**config.mk**
```make
export PLATFORM = sky130hd
export DESIGN_NAME = lcd_refresh_ctrl
export DESIGN_NICKNAME = d
export VERILOG_FILES = /design/src/rtl/lcd_pkg.sv /design/src/rtl/lcd_byte_writer.sv /design/src/rtl/lcd_refresh_ctrl.sv
export SDC_FILE = /design/constraint.sdc
export NUM_CORES = 1
export LEC_CHECK = 0
export ABC_AREA = 0
export CAP_MARGIN = 20
export CORE_AREA = 3 3 122 124
export DETAILED_ROUTE_END_ITERATION = 10
export DIE_AREA = 0 0 125 127
export DONT_BUFFER_PORTS = 1
export HOLD_SLACK_MARGIN = 0.05
export PLACE_DENSITY = 0.69
export SLEW_MARGIN = 30
export SYNTH_ARGS = -nofsm -noshare
export SYNTH_HDL_FRONTEND = slang
export SYNTH_SLANG_ARGS = --single-unit
```
**constraint.sdc**
```tcl
create_clock -name clock -period 8.8 [get_ports clock]
set_input_delay 0 -clock clock [delete_from_list [all_inputs] [get_ports clock]]
set_output_delay 0 -clock clock [all_outputs]
set_load 0.03 [all_outputs]
```
**src/rtl/lcd_pkg.sv**
```systemverilog
// Shared constants, encodings and text helpers for the HD44780 refresh sequencer.
package lcd_pkg;

  localparam logic [7:0] FUNC_SET = 8'h38;
  localparam logic [7:0] DISP_ON  = 8'h0C;
  localparam logic [7:0] DISP_OFF = 8'h08;
  localparam logic [7:0] CLEAR    = 8'h01;
  localparam logic [7:0] HOME     = 8'h02;
  localparam logic [7:0] ENTRY    = 8'h06;
  localparam logic [7:0] LINE1    = 8'h80;
  localparam logic [7:0] LINE2    = 8'hC0;

  localparam logic [31:0]  CRC_TAG  = "CRC:";
  localparam logic [127:0] STAT_OK  = "STATUS: OK      ";
  localparam logic [127:0] STAT_ERR = "STATUS: ERROR   ";

  typedef enum logic [1:0] {
    OP_CRC    = 2'b00,
    OP_STATUS = 2'b01,
    OP_CLEAR  = 2'b10,
    OP_OFF    = 2'b11
  } usr_op_t;

  typedef enum logic [1:0] {PWR_WAIT, INIT, REFRESH, IDLE} ctrl_state_t;
  typedef enum logic [1:0] {WR_IDLE, WR_SETUP, WR_EN, WR_WAIT} wr_state_t;

  typedef struct packed {
    logic       rs;
    logic [7:0] data;
  } lcd_req_t;

  function automatic logic [7:0] hex_ascii(input logic [3:0] n);
    return (n < 4'd10) ? 8'h30 + {4'h0, n} : 8'h37 + {4'h0, n};
  endfunction

  function automatic logic [7:0] init_byte(input logic [1:0] i);
    case (i)
      2'd0:    return FUNC_SET;
      2'd1:    return DISP_ON;
      2'd2:    return CLEAR;
      default: return ENTRY;
    endcase
  endfunction

  function automatic logic [7:0] line1_char(input usr_op_t op, input logic [31:0] crc,
                                            input logic [3:0] pos);
    int p;
    p = int'(pos);
    if (p < 4)       return CRC_TAG[8*(3-p) +: 8];
    else if (p < 12) return (op == OP_CRC) ? hex_ascii(crc[4*(11-p) +: 4]) : 8'h2D;
    else             return 8'h20;
  endfunction

  function automatic logic [7:0] line2_char(input logic ok, input logic [3:0] pos);
    logic [127:0] s;
    int p;
    p = int'(pos);
    s = ok ? STAT_OK : STAT_ERR;
    return s[8*(15-p) +: 8];
  endfunction

  function automatic int refresh_len(input usr_op_t op);
    case (op)
      OP_OFF:   return 1;
      OP_CLEAR: return 2;
      default:  return 35;
    endcase
  endfunction

  // Byte idx of a refresh burst: DISP_ON, LINE1, 16 chars, LINE2, 16 chars for text modes.
  function automatic lcd_req_t refresh_byte(input usr_op_t op, input logic [31:0] crc,
                                            input logic ok, input logic [5:0] idx);
    lcd_req_t r;
    int i;
    i = int'(idx);
    r = '{rs: 1'b0, data: DISP_ON};
    case (op)
      OP_OFF:   r.data = DISP_OFF;
      OP_CLEAR: if (i == 1) r.data = CLEAR;
      default: begin
        if (i == 1)                 r.data = LINE1;
        else if (i == 18)           r.data = LINE2;
        else if (i >= 2 && i <= 17) r = '{rs: 1'b1, data: line1_char(op, crc, 4'(i - 2))};
        else if (i >= 19)           r = '{rs: 1'b1, data: line2_char(ok, 4'(i - 19))};
      end
    endcase
    return r;
  endfunction

endpackage

```
**src/rtl/lcd_byte_writer.sv**
```systemverilog
// One HD44780 bus write: setup, enable strobe, post-write wait; done pulses in the last wait cycle.
module lcd_byte_writer
  import lcd_pkg::*;
#(
  parameter int T_AS  = 2,
  parameter int T_EN  = 25,
  parameter int T_CMD = 2500,
  parameter int T_CLR = 100000
) (
  input  logic       clock,
  input  logic       reset,
  input  logic       start,
  input  logic       rs,
  input  logic [7:0] data,
  input  logic       long_wait,
  output logic       done,
  output logic       lcd_en,
  output logic       lcd_rs,
  output logic [7:0] lcd_data
);

  wr_state_t   st;
  logic [31:0] cnt;
  logic        long_l;

  // The start cycle that follows done is the final cycle of the previous wait,
  // so the wait phase itself runs one cycle short (T_CMD/T_CLR must be >= 2).
  assign done = (st == WR_WAIT) && (cnt == '0);

  always_ff @(posedge clock) begin
    if (!reset) begin
      st       <= WR_IDLE;
      cnt      <= '0;
      long_l   <= 1'b0;
      lcd_en   <= 1'b0;
      lcd_rs   <= 1'b0;
      lcd_data <= 8'h00;
    end else begin
      case (st)
        WR_IDLE: if (start) begin
          lcd_rs   <= rs;
          lcd_data <= data;
          long_l   <= long_wait;
          cnt      <= 32'(T_AS - 1);
          st       <= WR_SETUP;
        end
        WR_SETUP: if (cnt == '0) begin
          lcd_en <= 1'b1;
          cnt    <= 32'(T_EN - 1);
          st     <= WR_EN;
        end else cnt <= cnt - 32'd1;
        WR_EN: if (cnt == '0) begin
          lcd_en <= 1'b0;
          cnt    <= long_l ? 32'(T_CLR - 2) : 32'(T_CMD - 2);
          st     <= WR_WAIT;
        end else cnt <= cnt - 32'd1;
        default: if (cnt == '0) st <= WR_IDLE;
                 else cnt <= cnt - 32'd1;
      endcase
    end
  end

endmodule

```
**src/rtl/lcd_refresh_ctrl.sv**
```systemverilog
// HD44780 sequencer: power-on wait, init commands, then two-line CRC/status refreshes on request.
module lcd_refresh_ctrl
  import lcd_pkg::*;
#(
  parameter int T_PWR = 1000000,
  parameter int T_AS  = 2,
  parameter int T_EN  = 25,
  parameter int T_CMD = 2500,
  parameter int T_CLR = 100000
) (
  input  logic        clock,
  input  logic        reset,
  input  logic [1:0]  usr_op,
  input  logic [31:0] crc,
  input  logic        crc_status,
  input  logic        update,
  output logic        busy,
  output logic [7:0]  lcd_data,
  output logic        lcd_en,
  output logic        lcd_rs,
  output logic        lcd_rw,
  output logic        lcd_backlight
);

  ctrl_state_t state;
  logic        pending;
  usr_op_t     op_l;
  logic [31:0] crc_l;
  logic        ok_l;
  logic [5:0]  idx;
  logic [31:0] pwr_cnt;
  logic        wr_start;
  lcd_req_t    wr_req;
  logic        wr_done;
  logic        wr_long;
  logic        take;
  usr_op_t     op_in;
  lcd_req_t    ref_first;
  lcd_req_t    ref_next;
  logic [5:0]  last_idx;

  assign op_in     = usr_op_t'(usr_op);
  assign ref_first = refresh_byte(op_in, crc, crc_status, 6'd0);
  assign ref_next  = refresh_byte(op_l, crc_l, ok_l, idx + 6'd1);
  assign last_idx  = 6'(refresh_len(op_l) - 1);
  assign wr_long   = !wr_req.rs && (wr_req.data == CLEAR || wr_req.data == HOME);

  // End of INIT behaves like an accepted request: inputs sampled that same cycle.
  assign take = (state == INIT && wr_done && idx == 6'd3) ||
                (state == IDLE && (update || pending));

  assign busy   = (state != IDLE) || pending;
  assign lcd_rw = 1'b0;

  always_ff @(posedge clock) begin
    if (!reset) begin
      state         <= PWR_WAIT;
      pending       <= 1'b0;
      op_l          <= OP_CRC;
      crc_l         <= '0;
      ok_l          <= 1'b0;
      idx           <= '0;
      pwr_cnt       <= '0;
      wr_start      <= 1'b0;
      wr_req        <= '0;
      lcd_backlight <= 1'b1;
    end else begin
      wr_start <= 1'b0;
      if (state == IDLE && take)        pending <= 1'b0;
      else if (update && state != IDLE) pending <= 1'b1;

      if (take) begin
        op_l          <= op_in;
        crc_l         <= crc;
        ok_l          <= crc_status;
        lcd_backlight <= (op_in != OP_OFF);
        idx           <= '0;
        wr_start      <= 1'b1;
        wr_req        <= ref_first;
        state         <= REFRESH;
      end else begin
        case (state)
          PWR_WAIT: if (pwr_cnt == 32'(T_PWR - 1)) begin
            state    <= INIT;
            idx      <= '0;
            wr_start <= 1'b1;
            wr_req   <= '{rs: 1'b0, data: FUNC_SET};
          end else pwr_cnt <= pwr_cnt + 32'd1;
          INIT: if (wr_done) begin
            idx      <= idx + 6'd1;
            wr_start <= 1'b1;
            wr_req   <= '{rs: 1'b0, data: init_byte(idx[1:0] + 2'd1)};
          end
          REFRESH: if (wr_done) begin
            if (idx == last_idx) state <= IDLE;
            else begin
              idx      <= idx + 6'd1;
              wr_start <= 1'b1;
              wr_req   <= ref_next;
            end
          end
          default: ;
        endcase
      end
    end
  end

  lcd_byte_writer #(
    .T_AS (T_AS),
    .T_EN (T_EN),
    .T_CMD(T_CMD),
    .T_CLR(T_CLR)
  ) u_writer (
    .clock    (clock),
    .reset    (reset),
    .start    (wr_start),
    .rs       (wr_req.rs),
    .data     (wr_req.data),
    .long_wait(wr_long),
    .done     (wr_done),
    .lcd_en   (lcd_en),
    .lcd_rs   (lcd_rs),
    .lcd_data (lcd_data)
  );

endmodule

```
==> results.py <==
metrics = {
    "status": {
        "outcome": "complete, no violations",
    },
    "timing": {
        "final_max_slew_viol_count": 0,
        "clock_skew_ns": 0.00976,
        "finalSetupTns_ns": 0,
        "setup_viol": 0,
        "max_freq_ghz": 0.210,
        "rsz0062_at_grt": "false",
        "worst_pin_slew_ns": 0.946,
        "hold_viol": 0,
        "finalCritPeriodShare_pct": 54.1,
        "slew_headroom_pct": 36.7,
        "fin_crit_ns": 4.76,
    },
    "placed_design": {
        "place.port_buffers": 0,
        "post-dp-hpwl_mm": 13.1,
        "place_congestion": 0.901,
        "place_area_um2": 7660,
    },
    "clock_network": {
        "cts_buffer_depth": 2,
        "cts_inserted_buffers": 17,
        "clk_latency_ns": 0.43,
        "tritoncts": "built",
        "cts_sinks": 132,
        "root_buffer": "clkbuf_16",
        "clk_pin_slew_ns": 0.06,
        "htree_levels": 4,
    },
    "cells_and_area": {
        "utilization_pct": 62.7,
        "num-nets-final": 1046,
        "multiInputGateArea_um2": 4650,
        "seqCellArea_um2": 2640,
        "num-fill-cells": 1219,
        "areaGrowthSynthToFinish_pct": 14.8,
        "final_cell_mix": "nand2_1, dfxtp_1, nor2_1",
        "stdcell_area_um2": 8700,
        "final_common_cell": "nand2_1",
        "drive_gt1_share_pct": 7.11,
        "diodes": 0,
    },
    "detailed_routing": {
        "avgRoutedWirePerCell_um": 16.7,
        "first_pass_iters": 5,
        "vias": 6974,
        "drtAntennaViolNets": 0,
        "avgViaCountPerCell": 5.92,
        "wirelength_mm": 19.7,
        "drc": 0,
        "drt_iter0_drc": 487,
    },
    "setup_path": {
        "cp.required_ns": 9.15,
        "crit_type": "flip-flop to flip-flop",
        "arrival_ns": 5.11,
        "cp_max_fo": 21,
        "ff2ff_setup_slack_ns": 4.04,
        "crit_path_end_kind": "flip-flop",
        "critPathLaunchType": "flip-flop",
        "r2r_start": "idx[0]$_SDFFE_PP0P_",
        "reg2regPathDepth": 12,
        "reg2reg_to": "wr_req[0]$_SDFFE_PN0P_",
    },
    "grt": {
        "grt_usage_pct": 24.7,
        "antenna_found_initial": 0,
        "grt_start_max_net_pins": 70,
        "grt_pass1_vias": 6536,
        "grt-ovfl-total": 0,
        "grt_pass1_wl_mm": 32.4,
    },
    "synthesis": {
        "syn_nets": 1035,
        "synth_edf_count": 0,
        "syn_area_um2": 7580,
        "synthArstFlopShare_pct": 0,
        "ys_types": 74,
        "yosysWarnings": 0,
        "synth_ff_type": "dfxtp_1",
        "synth-seq-cells": 132,
        "netlist_instances": 974,
        "ys_seq_area_share_pct": 34.9,
        "synth_area_per_cell_um2": 7.78,
    },
    "pwr": {
        "cellPowerDensity_nw_per_um2": 325,
        "p_leak_nw": 3.13,
        "ir_worst_vdd_uv": 496,
    },
    "worst_hold_path": {
        "hold_depth": 4,
        "hold_path_class": "input port to flip-flop",
        "worstHoldStart": "usr_op[0]",
        "hold_end": "wr_req[2]$_SDFFE_PN0P_",
    },
    "run": {
        "maxCapViolCount": 0,
    },
    "floorplan": {
        "io_pins": 51,
        "die_x_um": 125,
        "die-area_um2": 15900,
        "die_h_um": 127,
        "coreArea_um2": 13900,
        "row_count": 43,
        "start_util_pct": 54.6,
    },
}
worst max-delay path by stage:
stage,startpoint,slack [ns],cells after the start,endpoint
finish,idx[0]$_SDFFE_PP0P_,4.04,12,wr_req[0]$_SDFFE_PN0P_
detailed placement,idx[0]$_SDFFE_PP0P_,4.06,12,wr_req[0]$_SDFFE_PN0P_
global route,idx[0]$_SDFFE_PP0P_,3.65,12,wr_req[0]$_SDFFE_PN0P_
CTS,idx[0]$_SDFFE_PP0P_,4.05,12,wr_req[0]$_SDFFE_PN0P_
floorplan,idx[0]$_SDFFE_PP0P_,4.61,16,wr_req[0]$_SDFFE_PN0P_
global placement,idx[0]$_SDFFE_PP0P_,4.17,12,wr_req[0]$_SDFFE_PN0P_
Yosys cell counts (6+ instances only):
| master | number | area share (%) |
|---|---|---|
| o22ai_1 | 14 | 1.2 |
| ha_1 | 23 | 3.8 |
| xor2_1 | 31 | 3.6 |
| nor2_1 | 103 | 5.1 |
| nor3_1 | 30 | 2.0 |
| dfxtp_1 | 132 | 35 |
| nor2b_1 | 10 | 0.83 |
| or4_1 | 9 | 0.89 |
| nand4_1 | 26 | 2.1 |
| o21ai_0 | 36 | 2.4 |
| mux2i_1 | 6 | 0.79 |
| and3_1 | 14 | 1.2 |
| xnor2_1 | 32 | 3.7 |
| nand2b_1 | 10 | 0.83 |
| o211ai_1 | 7 | 0.69 |
| nor4_1 | 19 | 1.6 |
| clkbuf_1 | 40 | 2.0 |
| mux4_2 | 7 | 2.1 |
| inv_1 | 23 | 1.1 |
| buf_2 | 11 | 0.73 |
| a31oi_1 | 10 | 0.83 |
| nand2_1 | 155 | 7.7 |
| a211oi_1 | 6 | 0.59 |
| a21oi_1 | 82 | 5.4 |
| nand3_1 | 32 | 2.1 |
worst max-delay path, cell delays in order (launching register included):
cell and delay [ns]:
dfxtp_1 0.80, buf_4 0.34, clkinv_1 0.32, ha_1 0.89, xnor3_1 0.47, inv_1 0.07, ha_1 0.32, nor2b_1 0.33
o211ai_1 0.23, o211a_1 0.25, o311ai_0 0.33, a31oi_1 0.15, o22ai_1 0.17
where the power goes:
part / internal (mW) / switching [mW] / total, mW
Sequential: 0.676 / 0.0833 / 0.759
Combinational: 0.456 / 0.837 / 1.29
Clock: 0.497 / 0.274 / 0.771
Total: 1.63 / 1.19 / 2.82
per-layer routing:
layer	global-route usage [%]	wire [µm]	up-vias
li1	-	-	3492
met1	32.0	8940	3272
met2	41.0	9390	174
met3	5.52	901	36
met4	8.42	449	0
met5	0	0	-
registers in the layout, indices dropped and copies added, names as in the netlist, 2 cells and up:
| signal | flops |
|---|---|
| crc_l | 32 |
| u_writer.st | 2 |
| idx | 6 |
| u_writer.cnt | 32 |
| op_l | 2 |
| state | 2 |
| wr_req | 9 |
| u_writer.lcd_data | 8 |
| pwr_cnt | 32 |
timing repair:
item,4_1_cts,5_1_grt
hold endpoints to repair,99,0
resized for setup,0,0
hold buffers,38,0
setup buffers,0,0
cell type report:
type                            count  area share [%]
Multi-Input combinational cell    762            53.4
Sequential cell                   132            30.4
Clock buffer                       20            5.36
Timing Repair Buffer               47            5.12
Tap cell                          180            2.59
Clock inverter                     12            2.03
Inverter                           25            1.08
cell families after synthesis:
logic type / count (synthesis) / share of synthesized area, %
simple gates: 445 / 28.2
compound gates: 211 / 17.6
flops: 132 / 34.9
buf+inv: 80 / 4.19
xor+xnor: 65 / 7.87
fa+ha+maj: 23 / 3.80
mux: 17 / 3.47
other cells: 1 / 0.0495
through the flow:
stage | hold slack [ns] | cells | setup WS, ns | power [mW]
6_report | 0.0614 | 1178 | 4.04 | 2.82
5_1_grt | 0.0722 | 1178 | 3.65 | 3.00
4_1_cts | 0.0581 | 1177 | 4.05 | 2.78
3_5_place_dp | 0.0737 | 1107 | 4.06 | 1.99
3_3_place_gp | 0.0711 | 1106 | 4.17 | 1.98
2_1_floorplan | 0.140 | 974 | 4.61 | 1.74
Power figures use the tool's default switching activity.
